--- src/rtl/cache_exerciser.sv ---
// Write/verify traffic generator for the 32-bit cache front-end port.
// Optional watchdog on stalled accesses: define CACHE_EXERCISER_TIMEOUT_EN.
module cache_exerciser #(
    parameter logic [31:0] ADDR_BASE    = 32'h0000_0000,
    parameter int unsigned WORD_COUNT   = 256,
    parameter int unsigned STRIDE_BYTES = 4,
    parameter logic [31:0] PATTERN_SEED = 32'hA5C3_0F1E,
    parameter int unsigned PASSES       = 2,
    parameter bit          BYTE_WRITES  = 1'b0
) (
    input  logic        sys_clk,
    input  logic        sys_rst_n,
    input  logic        start,
    input  logic        mem_busy,
    output logic [31:0] cache_address,
    output logic [31:0] cache_data_in,
    output logic [3:0]  cache_write_enable,
    input  logic [31:0] cache_data_out,
    input  logic        cache_data_out_ready,
    output logic        busy,
    output logic        done,
    output logic        pass,
    output logic [15:0] err_count,
    output logic [31:0] first_fail_addr
);

    typedef enum logic [2:0] {
        S_IDLE, S_WAIT_INIT, S_WR_ISSUE, S_WR_WAIT, S_RD_ISSUE, S_RD_WAIT, S_DONE
    } state_t;

    localparam logic [15:0] LAST_WORD = 16'(WORD_COUNT - 1);
    localparam logic [3:0]  LAST_PASS = 4'(PASSES - 1);
    localparam logic [31:0] STRIDE    = 32'(STRIDE_BYTES);

    state_t      state_q, state_d;
    logic [15:0] word_q, word_d;
    logic [3:0]  pidx_q, pidx_d;
    logic [1:0]  byte_q, byte_d;
    logic [31:0] cur_addr_q, cur_addr_d;
    logic [31:0] addr_out_q, addr_out_d;
    logic [31:0] wdata_q, wdata_d;
    logic [3:0]  we_q, we_d;
    logic        busy_q, busy_d, done_q, done_d, pass_q, pass_d;
    logic [15:0] err_q, err_d;
    logic [31:0] ffa_q, ffa_d;
`ifdef CACHE_EXERCISER_TIMEOUT_EN
    logic [15:0] wdog_q, wdog_d;
`endif

    // Odd passes write the complement so stale data from the previous pass cannot match.
    logic [31:0] pattern;
    assign pattern = pidx_q[0] ? ~(cur_addr_q ^ PATTERN_SEED) : (cur_addr_q ^ PATTERN_SEED);

    logic [15:0] err_inc;
    assign err_inc = (err_q == 16'hFFFF) ? err_q : err_q + 16'd1;

    always_comb begin
        // NOTE: every _d gets its hold value first so no path through the case infers a latch.
        state_d    = state_q;
        word_d     = word_q;
        pidx_d     = pidx_q;
        byte_d     = byte_q;
        cur_addr_d = cur_addr_q;
        addr_out_d = addr_out_q;
        wdata_d    = wdata_q;
        we_d       = we_q;
        busy_d     = busy_q;
        done_d     = done_q;
        pass_d     = pass_q;
        err_d      = err_q;
        ffa_d      = ffa_q;
        case (state_q)
            S_IDLE: if (start) begin
                done_d     = 1'b0;
                pass_d     = 1'b0;
                err_d      = '0;
                ffa_d      = '0;
                busy_d     = 1'b1;
                word_d     = '0;
                pidx_d     = '0;
                byte_d     = '0;
                cur_addr_d = ADDR_BASE;
                state_d    = S_WAIT_INIT;
            end
            S_WAIT_INIT: if (!mem_busy) state_d = S_WR_ISSUE;
            S_WR_ISSUE: begin
                addr_out_d = cur_addr_q;
                wdata_d    = pattern;
                we_d       = BYTE_WRITES ? (4'b0001 << byte_q) : 4'b1111;
                state_d    = S_WR_WAIT;
            end
            S_WR_WAIT: if (cache_data_out_ready) begin
                we_d = '0;
                if (BYTE_WRITES && byte_q != 2'd3) begin
                    byte_d  = byte_q + 2'd1;
                    state_d = S_WR_ISSUE;
                end else begin
                    byte_d = '0;
                    if (word_q != LAST_WORD) begin
                        word_d     = word_q + 16'd1;
                        cur_addr_d = cur_addr_q + STRIDE;
                        state_d    = S_WR_ISSUE;
                    end else begin
                        word_d     = '0;
                        cur_addr_d = ADDR_BASE;
                        state_d    = S_RD_ISSUE;
                    end
                end
            end
            S_RD_ISSUE: begin
                addr_out_d = cur_addr_q;
                we_d       = '0;
                state_d    = S_RD_WAIT;
            end
            S_RD_WAIT: if (cache_data_out_ready) begin
                if (cache_data_out != pattern) begin
                    err_d = err_inc;
                    if (err_q == 16'd0) ffa_d = cur_addr_q;
                end
                if (word_q != LAST_WORD) begin
                    word_d     = word_q + 16'd1;
                    cur_addr_d = cur_addr_q + STRIDE;
                    state_d    = S_RD_ISSUE;
                end else if (pidx_q != LAST_PASS) begin
                    pidx_d     = pidx_q + 4'd1;
                    word_d     = '0;
                    cur_addr_d = ADDR_BASE;
                    state_d    = S_WR_ISSUE;
                end else begin
                    state_d = S_DONE;
                end
            end
            S_DONE: begin
                busy_d  = 1'b0;
                done_d  = 1'b1;
                pass_d  = (err_q == 16'd0);
                state_d = S_IDLE;
            end
            default: state_d = S_IDLE;
        endcase
`ifdef CACHE_EXERCISER_TIMEOUT_EN
        wdog_d = '0;
        if ((state_q == S_WR_WAIT || state_q == S_RD_WAIT) && !cache_data_out_ready) begin
            if (wdog_q == 16'hFFFF) begin
                we_d    = '0;
                err_d   = 16'hFFFF;
                ffa_d   = cur_addr_q;
                state_d = S_DONE;
            end else begin
                wdog_d = wdog_q + 16'd1;
            end
        end
`endif
    end

    // NOTE: state registers use non-blocking assignments so every flop samples pre-edge values.
    always_ff @(posedge sys_clk or negedge sys_rst_n) begin
        if (!sys_rst_n) begin
            state_q    <= S_IDLE;
            word_q     <= '0;
            pidx_q     <= '0;
            byte_q     <= '0;
            cur_addr_q <= ADDR_BASE;
            addr_out_q <= '0;
            wdata_q    <= '0;
            we_q       <= '0;
            busy_q     <= 1'b0;
            done_q     <= 1'b0;
            pass_q     <= 1'b0;
            err_q      <= '0;
            ffa_q      <= '0;
`ifdef CACHE_EXERCISER_TIMEOUT_EN
            wdog_q     <= '0;
`endif
        end else begin
            state_q    <= state_d;
            word_q     <= word_d;
            pidx_q     <= pidx_d;
            byte_q     <= byte_d;
            cur_addr_q <= cur_addr_d;
            addr_out_q <= addr_out_d;
            wdata_q    <= wdata_d;
            we_q       <= we_d;
            busy_q     <= busy_d;
            done_q     <= done_d;
            pass_q     <= pass_d;
            err_q      <= err_d;
            ffa_q      <= ffa_d;
`ifdef CACHE_EXERCISER_TIMEOUT_EN
            wdog_q     <= wdog_d;
`endif
        end
    end

    assign cache_address      = addr_out_q;
    assign cache_data_in      = wdata_q;
    assign cache_write_enable = we_q;
    assign busy               = busy_q;
    assign done               = done_q;
    assign pass               = pass_q;
    assign err_count          = err_q;
    assign first_fail_addr    = ffa_q;

endmodule

--- config.mk ---
export PLATFORM = sky130hd
export DESIGN_NAME = cache_exerciser
export DESIGN_NICKNAME = d
export VERILOG_FILES = /design/src/rtl/cache_exerciser.sv
export SDC_FILE = /design/constraint.sdc
export NUM_CORES = 1
export LEC_CHECK = 0
export ABC_AREA = 1
export CAP_MARGIN = 20
export CORE_MARGIN = 2
export CORE_UTILIZATION = 58
export CTS_BUF_LIST = sky130_fd_sc_hd__clkbuf_16
export CTS_CLUSTER_SIZE = 14
export DETAILED_ROUTE_END_ITERATION = 8
export GPL_TIMING_DRIVEN = 0
export PLACE_DENSITY_LB_ADDON = 0.1
export SLEW_MARGIN = 30
export SYNTH_ARGS = -nofsm -noshare
export SYNTH_HDL_FRONTEND = slang
export SYNTH_SLANG_ARGS = --single-unit
--- constraint.sdc ---
create_clock -name sys_clk -period 4.1 [get_ports sys_clk]
set_input_delay 0.82 -clock sys_clk [delete_from_list [all_inputs] [get_ports sys_clk]]
set_output_delay 0.82 -clock sys_clk [all_outputs]
set_load 0.01 [all_outputs]
# After elaboration in Yosys (flattened, before gate mapping)
# Cells that the tools add are included.
# totals
regBits	174
latch_bits	0
ram_bits	0
romBits	0
inputBits	37
out_inout_bits	119
wordCells	95
mem_count	0
# op_classes
addsub	4
n_mul	0
div_mod_pow	0
n_lt_le_gt_ge	0
n_eq_ne	20
shift	0
mux	43
n_bitwise	2
reduce_logical	14
# ops
cell	count
2-to-1 mux 32 bit	10
2-to-1 mux 16 bit	9
one-hot mux 32 bit (3 select lines)	1
one-hot mux 32 bit (2 select lines)	1
one-hot mux 16 bit (3 select lines)	1
adder 16 x 1 -> 16 bit (second input constant)	2
adder 32 x 3 -> 32 bit (second input constant)	1
!= test 32 bit	1
NOT 32 bit	1
one-hot mux 16 bit (2 select lines)	1
2-to-1 mux 3 bit	7
2-to-1 mux 4 bit	5
AND reduction 5 bit	4
!= test 2 bit (second input constant)	9
one-hot mux 3 bit (6 select lines)	1
== test 16 bit (second input constant)	1
zero test 16 bit	1
!= test 16 x 8 -> 1 bit (second input constant)	1
NOT 16 bit	1
one-hot mux 4 bit (3 select lines)	1
== test 3 bit (second input constant)	3
one-hot mux 4 bit (2 select lines)	1
== test 3 x 2 -> 1 bit (second input constant)	2
one-hot mux 1 bit (2 select lines)	3
other kinds (11)	15

# Logic depth before layout (Yosys ltp)
# Gate-level depths: netlist of run 1.
# logic_depth
word_depth	7
ltp_mapped	15
ltp_nobuf	13

# Worst setup path before layout of run 1
# OpenSTA, ideal clock, no wires.
# synth_path
path_kind	input port to flip-flop
startpoint	in cache_data_out[0]
endpoint	reg ffa_q[10], in the netlist first_fail_addr[10]
setup_time_ps	117
arrival_ps	1842
required_time_ps	3983
setup_slack_ps	2142
stages	12
n_path_buf	2
path_cell_list	nor2_1 -> nand2_1 -> a21oi_1 -> nand2_1 -> nor2_1 -> nand2_1 -> nor2_1 -> nand2_1 -> buf_4 -> buf_2 -> nand3_1 -> nand2_1
# synth_between
elab_chain_cells	3
# synth_lines
element	line	text
start: declaration	18	input logic [31:0] cache_data_out,
!= test 32 bit	116	if (cache_data_out != pattern) begin
!= test 2 bit (no line)	n/a	
AND reduction 5 bit (no line)	n/a	
end signal: assignment	171	ffa_q <= '0;
end signal: assignment	188	ffa_q <= ffa_d;
end: declaration	45	logic [31:0] ffa_q, ffa_d;
# No other way between the ends.
# A chain may end at the register's enable or synchronous reset.

# Final worst setup path of run 1
# layout_path
startpoint	reg pidx_q[0]
endpoint	reg ffa_q[3], in the netlist first_fail_addr[3]
# layout_between
elab_chain_cells	4
# layout_lines
element	line	text
start: declaration	37	logic [3:0] pidx_q, pidx_d;
start signal: assignment	178	pidx_q <= pidx_d;
2-to-1 mux 32 bit	52	assign pattern = pidx_q[0] ? ~(cur_addr_q ^ PATTERN_SEED) : (cur_addr_q ^ PATTERN_SEED);
!= test 32 bit	116	
!= test 2 bit (no line)	n/a	
AND reduction 5 bit (no line)	n/a	
# No other way between the ends.

==> results of run 1 <==
[per-layer routing]
| metal | GRT usage (%) | vias up |
|---|---|---|
| met3 | 6.11 | 62 |
| met4 | 12.1 | 0 |
| met1 | 45.7 | 4340 |
| met5 | 0 | - |
| met2 | 55.1 | 424 |
| li1 | - | 4542 |
[cell families (layout without fill, tap and decap cells)]
kind of cell | Yosys count | count (layout) | synth area share [%]
AOI/OAI and AO/OA | 138 | 138 | 7.93
adders and majority gates | 6 | 6 | 0.817
xor gates and xnor gates | 12 | 12 | 1.14
other | 1 | 2 | 0.0408
buffers and inverters | 166 | 352 | 7.61
and+or+nand+nor | 824 | 824 | 37.3
DFF | 166 | 166 | 45.2
[state kept, by name, indices dropped and copies added (netlist names)]
| signal | cells |
|---|---|
| cache_data_in | 32 |
| first_fail_addr | 31 |
| cache_address | 30 |
| cur_addr_q | 30 |
| err_count | 16 |
| word_q | 16 |
| pidx_q | 4 |
| state_q | 3 |
| busy | 1 |
| cache_write_enable | 1 |
| done | 1 |
| pass | 1 |
[power by group through the flow]
stage | Sequential, uW | Combinational [uW] | Clock, uW
floorplan | 2370 | 1620 | 0
finish | 2250 | 3170 | 1550
CTS | 2250 | 3130 | 1550
detailed placement | 2270 | 3110 | 0
global route | 2280 | 3500 | 1630
global placement | 2270 | 3040 | 0
[layout by cell type (no fill, tap or decap), drive strengths merged]
| master | netlist | final |
|---|---|---|
| clkinv | 1 | 5 |
| inv | 110 | 117 |
| a21boi | 1 | 1 |
| dfrtp | 166 | 166 |
| conb | 1 | 2 |
| o2bb2ai | 1 | 1 |
| buf | 37 | 39 |
| nand3 | 115 | 115 |
| a31oi | 1 | 1 |
| xnor2 | 1 | 1 |
| and2 | 1 | 1 |
| o211ai | 1 | 1 |
| nor4 | 5 | 5 |
| nor2 | 153 | 153 |
| clkinvlp | 0 | 4 |
| nand2 | 482 | 482 |
| ha | 6 | 6 |
| xor2 | 11 | 11 |
| o21ai | 45 | 45 |
| clkbuf | 18 | 35 |
| clkdlybuf4s50 | 0 | 152 |
| nor3 | 25 | 25 |
| o21bai | 2 | 2 |
| a21oi | 79 | 79 |
| or2 | 3 | 3 |
| and3 | 1 | 1 |
| nand3b | 17 | 17 |
| nand4 | 22 | 22 |
| o21a | 2 | 2 |
| o31ai | 6 | 6 |
[worst reg2reg max path: stages, from the launching register on]
cell and delay (ns):
dfrtp_1 0.45, inv_2 0.07, buf_2 0.22, buf_6 0.19, nand2_1 0.07, nand3_1 0.08, nand2_1 0.08, nand3_1 0.08
nor2_1 0.20, nand2_1 0.14, nor2_1 0.11, nand2_1 0.17, buf_4 0.23, buf_2 0.20, nand3_1 0.10, nand2_1 0.06
[cell type report]
class	count	area share, %
tap	216	2.33
timing repair buffer	154	13.5
multi-input combinational	982	37.5
clock buffer	17	3.67
inverter	111	3.59
sequential	166	35.8
buffer	55	2.44
clock inverter	15	1.20
[worst paths after layout]
kind	cells after the start	slack (ns)	end
min	1	0.35	cache_data_in[5]$_DFFE_PN0P_
max	15	1.56	first_fail_addr[3]$_DFFE_PN0P_
max reg2reg	15	1.56	first_fail_addr[3]$_DFFE_PN0P_
max in group asynchronous	2	2.91	first_fail_addr[4]$_DFFE_PN0P_
min reg2reg	2	0.47	first_fail_addr[8]$_DFFE_PN0P_
min in group sys_clk	2	0.47	first_fail_addr[8]$_DFFE_PN0P_
[per-stage QoR]
stage	setup WS [ns]	TNS [ns]	area [um2]	util (%)
finish	1.56	0	11600	73.8
global route	1.39	0	11600	73.8
CTS	1.62	0	11600	73.8
detailed placement	1.25	0	11000	70.2
global placement	-4.55	-752.67	11000	70.0
floorplan	2.14	0	9200	-
==> results.toml, run 1 <==
[die]
dieHeight_um = 130
die_area_um2 = 16900
initial_core_util_pct = 58.5
io_pins = 156
rows = 46
fp.dieW_um = 130
coreArea_um2 = 15700

[routing]
antenna_left = 0
avgRoutedWirePerCell_um = 16.2
wl_mm = 27.8
drt_iter0_drc = 876
wl_met2_mm = 13.3
vias = 9368
top_signal_layer_used = "met4"
vias_per_cell = 5.46
drc_errors = 0
first_pass_iters = 6
met1_length_mm = 11.5
route.met3.wl_mm = 2.18

[hold_path]
min_path_type = "in2async"

[worst_setup_path]
path_class = "reg2reg"
cp_common_cell = "nand2_1"
cpMaxStageDelayCell = "dfrtp_1"
crit_path_cell_trace = "inv_2 > buf_2 > buf_6 > nand2_1 > nand3_1 > nand2_1 > nand3_1 > nor2_1 > nand2_1 > nor2_1 > nand2_1 > buf_4 > buf_2 > nand3_1 > nand2_1"
cpPeakStageDelay_ns = 0.45
critPathRequiredTime_ns = 4.43
cp-end-kind = "flop"
crit_arrival_ns = 2.87
path_buf_inv = 5
cp-startpoint = "pidx_q[0]$_DFFE_PN0P_"
r2r_start = "pidx_q[0]$_DFFE_PN0P_"
cp_max_fo = 10
critPathLaunchType = "flop"
critPathTopFamily = "simple AND/OR/NAND/NOR gates"

[yosys]
yosysSeqAreaShare_pct = 45.2
synth_warnings = 0
synth_area_leaders = "dfrtp_1, nand2_1, nand3_1"
ys_types = 37
synth_top_area_share_pct = 45.2
syn_inst = 1313
synth_top_flop_cell = "dfrtp_1"
ys_async_sr_fraction_pct = 100
yosysMostFrequentCell = "nand2_1"
ys_ff_latch = 166
synth_top_area_cell = "dfrtp_1"
synthTopCellsByCount = "nand2_1, dfrtp_1, nor2_1"
syn_avg_cell_area_um2 = 7.00
synth-edff-count = 0
netlist_area_um2 = 9190

[pwr]
peakVddDrop_mv = 0.544
comb_power_share_pct = 45.5
p_sw_uw = 2950
p_seq_share_pct = 32.3
total_power_uw = 6970
p_leak_uw = 0.00539
power.density_nw_per_um2 = 601
power.internal_uw = 4010
clkPwrFrac_pct = 22.2
sw_frac_of_total_pct = 42.4

[cts]
cts_resized = 0
cts.clk_slew.worst_paths_ns = 0.07
ctsRootBufferMaster = "clkbuf_16"
cts_buffer_depth = 2
cts_tree = "done"
cts_sinks = 166
clock_latency_ns = 0.44
htreeDepth = 4
holdBufCountCts = 0
numCtsBuffers = 17
cts_setup_buffers = 0

[run]
cap_violations = 0

[cells_and_area]
fillCellCount = 1285
fin_cells = 1716
n_antenna_cell = 0
layout.area.seq_um2 = 4150
drive_gt1_share_pct = 5.20
nNetsFinal = 1530
syn_to_final_growth_pct = 26.1
multi_input_area_um2 = 4340

[sta]
post-route-min-period_ns = 2.54
finalHoldViolCount = 0
timing.final.max_slew_violations = 0
setup_viol_count_final = 0
worst_hold_slack_ns = 0.346
fmax_mhz = 394
max-slew-margin-rel_pct = 53.1
rsz0062_at_grt = "false"
finalClockSkew_ns = 0.0108
worst_pin_slew_ns = 0.699
finalCritPeriodShare_pct = 61.9

[global_routing]
grt_max_degree = 89
grt_antenna_before_repair = 0
track_usage_pct = 33.8
grt_pass1_wl_mm = 44.2
grt_pass1_vias = 8737
grt.overflow.total = 0

[placed_design]
place_inst = 1684
portBuffers = 153
dp_hpwl_mm = 21.0
gp_congestion = 0.965

[run_status]
outcome = "complete, no violations"
(Power assumes the default switching activity.)
==> run 2: changes to the inputs <==
- CORE_UTILIZATION: 58 -> 54
- clock period: 4.1 -> 2.53 ns (I/O delays scaled with it)
==> results.toml, run 2 (same netlist as run 1, synthesis figures left out) <==
[pwr]
p_leak_uw = 0.00542
comb_power_share_pct = 45.4
peakVddDrop_mv = 0.792
power.internal_uw = 6620
sw_frac_of_total_pct = 42.0
p_seq_share_pct = 32.0
p_sw_uw = 4790
power.density_nw_per_um2 = 977
clkPwrFrac_pct = 22.6

[cells_and_area]
nNetsFinal = 1532
finish.utilization_pct = 70.2
mostFrequentLayoutCell = "nand2_1"
fin_cells = 1722
syn_to_final_growth_pct = 27.1
n_antenna_cell = 0
mostFrequentLayoutCells = "nand2_1, dfrtp_1, clkdlybuf4s50_1, nor2_1, nand3_1"
largest_register_ffs = 32
drive_gt1_share_pct = 5.79
fillCellCount = 1469

[worst_setup_path]
worstRegToRegCells = 9
critPathTopFamily = "simple AND/OR/NAND/NOR gates"
critPathRequiredTime_ns = 2.90
path_buf_inv = 2
crit_path_cell_trace = "inv_1 > ha_1 > nand4_1 > nor4_1 > nand3_1 > nand2_1 > buf_1 > nand3_1 > nand2_1"
cp_max_fo = 10
worst-path-stages = 9
path_class = "reg2reg"
critPathLaunchType = "flop"
cp-end-kind = "flop"
rrSetupSlack_ns = 0.16
cpMaxStageDelayCell = "dfrtp_1"
crit_arrival_ns = 2.74
cpPeakStageDelay_ns = 0.45

[cts]
ctsRootBufferMaster = "clkbuf_16"
clock_latency_ns = 0.43
cts.clk_slew.worst_paths_ns = 0.07
cts_buffer_depth = 2
htreeDepth = 4
cts_tree = "done"
cts_sinks = 166
numCtsBuffers = 17

[placed_design]
place_inst = 1689
dp_hpwl_mm = 21.6
gp_congestion = 0.964
portBuffers = 153

[routing]
vias = 9465
wl_mm = 28.8
first_pass_iters = 6
antenna_left = 0
avgRoutedWirePerCell_um = 16.7
drt_iter0_drc = 856
vias_per_cell = 5.50
drc_errors = 0

[global_routing]
track_usage_pct = 32.3
grt_max_degree = 62
grt.overflow.total = 0
grt_pass1_vias = 8855
grt_pass1_wl_mm = 45.5
grt_antenna_before_repair = 0

[sta]
setup_viol_count_final = 0
max-slew-margin-rel_pct = 49.0
fmax_mhz = 422
finalClockSkew_ns = 0.00796
setup_tns_ns = 0
post-route-min-period_ns = 2.37
finalHoldViolCount = 0
finalCritPeriodShare_pct = 93.6
timing.final.max_slew_violations = 0
worst_pin_slew_ns = 0.759

[die]
die_area_um2 = 18100
dieHeight_um = 134
rows = 47
fp.dieW_um = 134
initial_core_util_pct = 55.2
coreArea_um2 = 16600
io_pins = 156

[hold_path]
worstHoldPathCells = 2
min_path_type = "reg2reg"

[run]
cap_violations = 0

[run_status]
outcome = "complete, no violations"
-- run 2: cell count changes in the layout (fill, tap and decap cells not counted), moves of 2 or more --
cell,change
buf_2,-3
nor2_1,-2
nand2_1,-2
inv_6,+3
clkbuf_4,+3
nand2_2,+2
inv_8,-3
-- run 2: area by class of cell --
type | count | area, um2 | share of cell area [%]
timing repair buffer | 156 | 1600 | 13.7
clock inverter | 15 | 146 | 1.25
tap | 220 | 275 | 2.36
sequential | 166 | 4160 | 35.6
buffer | 55 | 292 | 2.50
clock buffer | 17 | 425 | 3.64
multi-input combinational | 982 | 4370 | 37.4
inverter | 111 | 417 | 3.57
-- run 2: repair_timing --
| item | 4_1_cts | 5_1_grt |
|---|---|---|
| resized for setup | 0 | 13 |
| setup buffers | 0 | 0 |
| endpoints found under the hold margin | 5 | 0 |
| endpoints found under the setup margin | 0 | 74 |
| hold buffers | 1 | 0 |
-- run 2: tightest hold or removal path, cell delays in order (launching register included) --
cell and delay [ns]:
dfrtp_1 0.34, nand2_1 0.06, nand2_1 0.04
-- run 2: final timing paths --
kind	start	endpoint
worst min register to register	first_fail_addr[11]$_DFFE_PN0P_	first_fail_addr[11]$_DFFE_PN0P_
min in group asynchronous	sys_rst_n	cache_data_in[13]$_DFFE_PN0P_
max in group asynchronous	sys_rst_n	pidx_q[0]$_DFFE_PN0P_
worst max register to register	err_count[0]$_DFFE_PN0P_	first_fail_addr[8]$_DFFE_PN0P_
worst max-delay path	err_count[0]$_DFFE_PN0P_	first_fail_addr[8]$_DFFE_PN0P_
worst min-delay path	first_fail_addr[11]$_DFFE_PN0P_	first_fail_addr[11]$_DFFE_PN0P_
-- run 2: layer usage --
layer / GRT usage (%) / vias up / wire length, um
met2: 53.0 / 383 / 13700
met1: 42.8 / 4483 / 12000
met4: 13.0 / 0 / 1060
met5: 0 / - / 0
met3: 5.59 / 65 / 2010
li1: - / 4534 / -
-- run 2: power by group through the flow --
stage	Combinational [uW]	Clock (uW)	Sequential, uW
2_1_floorplan	2620	0	3840
3_3_place_gp	4960	0	3680
3_5_place_dp	5090	0	3680
4_1_cts	5110	2580	3640
5_1_grt	5700	2690	3710
6_report	5190	2580	3650
-- run 2: metrics by stage --
step	hold WS, ns	total power [uW]	area (um2)	worst slack [ns]
global placement	0.456	8640	11000	-5.90
floorplan	0.210	6460	9200	0.663
finish	0.474	11400	11700	0.162
global route	0.493	12100	11700	-0.00414
CTS	0.477	11300	11600	0.0205
detailed placement	0.440	8770	11100	-0.0107
==> run 3: changes to the inputs <==
- CELL_PAD_IN_SITES_DETAIL_PLACEMENT: not set -> 1
- CELL_PAD_IN_SITES_GLOBAL_PLACEMENT: not set -> 1
- CORE_UTILIZATION: 54 -> 38
==> results.toml, run 3 (same netlist as run 1, synthesis figures left out) <==
[run_status]
outcome = "complete, no violations"

[die]
die_area_um2 = 25500
coreArea_um2 = 23600
rows = 56
io_pins = 156
dieHeight_um = 160
fp.dieW_um = 160
initial_core_util_pct = 38.9

[worst_setup_path]
worst-path-stages = 7
worstReg2RegEnd = "first_fail_addr[5]$_DFFE_PN0P_"
cpPeakStageDelay_ns = 0.49
critPathTopFamily = "simple AND/OR/NAND/NOR gates"
cpMaxStageDelayCell = "dfrtp_1"
crit_path_cell_trace = "or2_2 > nor4_1 > nand3_1 > nand2_1 > buf_1 > nand3_1 > nand2_1"
critPathRequiredTime_ns = 2.91
path_class = "reg2reg"
critPathLaunchType = "flop"
cp-end-kind = "flop"
crit_arrival_ns = 2.80
r2r_start = "err_count[11]$_DFFE_PN0P_"
worstRegToRegCells = 7
rrSetupSlack_ns = 0.11
path_buf_inv = 1
cp_max_fo = 10

[pwr]
peakVddDrop_mv = 0.407
power.density_nw_per_um2 = 983
p_leak_uw = 0.00544
total_power_uw = 11700

[sta]
fmax_mhz = 414
timing.final.max_slew_violations = 0
setup_tns_ns = 0
finalHoldViolCount = 0
worst_pin_slew_ns = 0.729
setup_ws_ns = 0.112
post-route-min-period_ns = 2.42
max-slew-margin-rel_pct = 51.4
finalClockSkew_ns = 0.0132
rsz0062_at_grt = "false"
setup_viol_count_final = 0
finalCritPeriodShare_pct = 95.6

[hold_path]
hold_end = "first_fail_addr[11]$_DFFE_PN0P_"
min_path_type = "reg2reg"
hp-start = "first_fail_addr[11]$_DFFE_PN0P_"
worstHoldPathCells = 2

[global_routing]
track_usage_pct = 26.5
grt_antenna_before_repair = 1
grt_max_degree = 76
grt.overflow.total = 0
grt_pass1_wl_mm = 53.7
grt_pass1_vias = 10104

[cts]
cts_buffer_depth = 2
cts.clk_slew.worst_paths_ns = 0.08
cts_sinks = 166
clock_latency_ns = 0.44
cts_setup_buffers = 0
cts_tree = "done"
htreeDepth = 4
numCtsBuffers = 17
ctsRootBufferMaster = "clkbuf_16"

[cells_and_area]
syn_to_final_growth_pct = 29.1
drive_gt1_share_pct = 6.20
mostFrequentLayoutCell = "nand2_1"
nNetsFinal = 1531
largest_register_ffs = 32
mostFrequentLayoutCells = "nand2_1, dfrtp_1, clkdlybuf4s50_1, nor2_1, nand3_1"

[routing]
drt_iter0_drc = 474
vias_per_cell = 5.21
antenna_left = 0
drc_errors = 0
avgRoutedWirePerCell_um = 18.0
first_pass_iters = 5
wl_mm = 32.9
vias = 9492

[placed_design]
place_ws_ns = -0.166
gp_congestion = 0.907
portBuffers = 153
dp_hpwl_mm = 25.2

[run]
cap_violations = 0
-- run 3: final cells by class --
type / count / area (um2)
fill: 3003 / 11700
multi-input combinational: 982 / 4400
sequential: 166 / 4160
timing repair buffer: 156 / 1600
clock buffer: 17 / 425
inverter: 111 / 420
tap: 319 / 399
buffer: 54 / 295
clock inverter: 15 / 164
antenna: 1 / 2.50
-- run 3: where the power goes --
part | switching (uW) | internal [uW] | leakage (uW)
Sequential | 396 | 3250 | 0.00219
Clock | 1290 | 1400 | 0.000278
Combinational | 3320 | 2000 | 0.00297
Total | 5000 | 6660 | 0.00544
-- run 3: per-stage QoR --
step | instance area [um2] | cells | hold WS [ns] | util (%)
3_5_place_dp | 11200 | 1788 | 0.399 | 47.4
2_1_floorplan | 9200 | 1314 | 0.210 | -
6_report | 11900 | 1821 | 0.469 | 50.3
5_1_grt | 11900 | 1821 | 0.504 | 50.3
4_1_cts | 11800 | 1821 | 0.474 | 50.0
3_3_place_gp | 11100 | 1786 | 0.456 | 47.1
-- run 3: worst register-to-register path: stages (launching register included) --
cell	delay, ns
dfrtp_1	0.49
or2_2	0.33
nor4_1	0.41
nand3_1	0.13
nand2_1	0.30
buf_1	0.44
nand3_1	0.15
nand2_1	0.09
-- run 3: worst max path at each step --
stage                                            endpoint                 startpoint  slack, ns
after floorplan                 err_count[11]$_DFFE_PN0P_   err_count[0]$_DFFE_PN0P_       0.66
after global placement           err_count[8]$_DFFE_PN0P_                  sys_rst_n      -6.28
after detailed placement   first_fail_addr[2]$_DFFE_PN0P_          cache_data_out[2]      -0.17
after CTS                       cur_addr_q[2]$_DFFE_PN0P_      word_q[2]$_DFFE_PN0P_       0.01
after global routing      first_fail_addr[21]$_DFFE_PN0P_  err_count[11]$_DFFE_PN0P_      0.002
final                      first_fail_addr[5]$_DFFE_PN0P_  err_count[11]$_DFFE_PN0P_       0.11
-- run 3: what timing repair did --
action	CTS	global route
pin swaps	0	2
hold buffers	1	0
cloned	0	0
resized for setup	4	22
endpoints found under the setup margin	47	77
endpoints found under the hold margin	32	0
-- run 3: layer usage --
layer / routed length [um] / track usage, % / part of all wire (%) / vias to the layer above
met5: 0 / 0 / 0 / -
met4: 678 / 7.44 / 2.1 / 0
met3: 1200 / 3.78 / 3.6 / 45
met2: 16500 / 46.7 / 50 / 195
met1: 14400 / 33.8 / 44 / 4714
li1: - / - / - / 4538
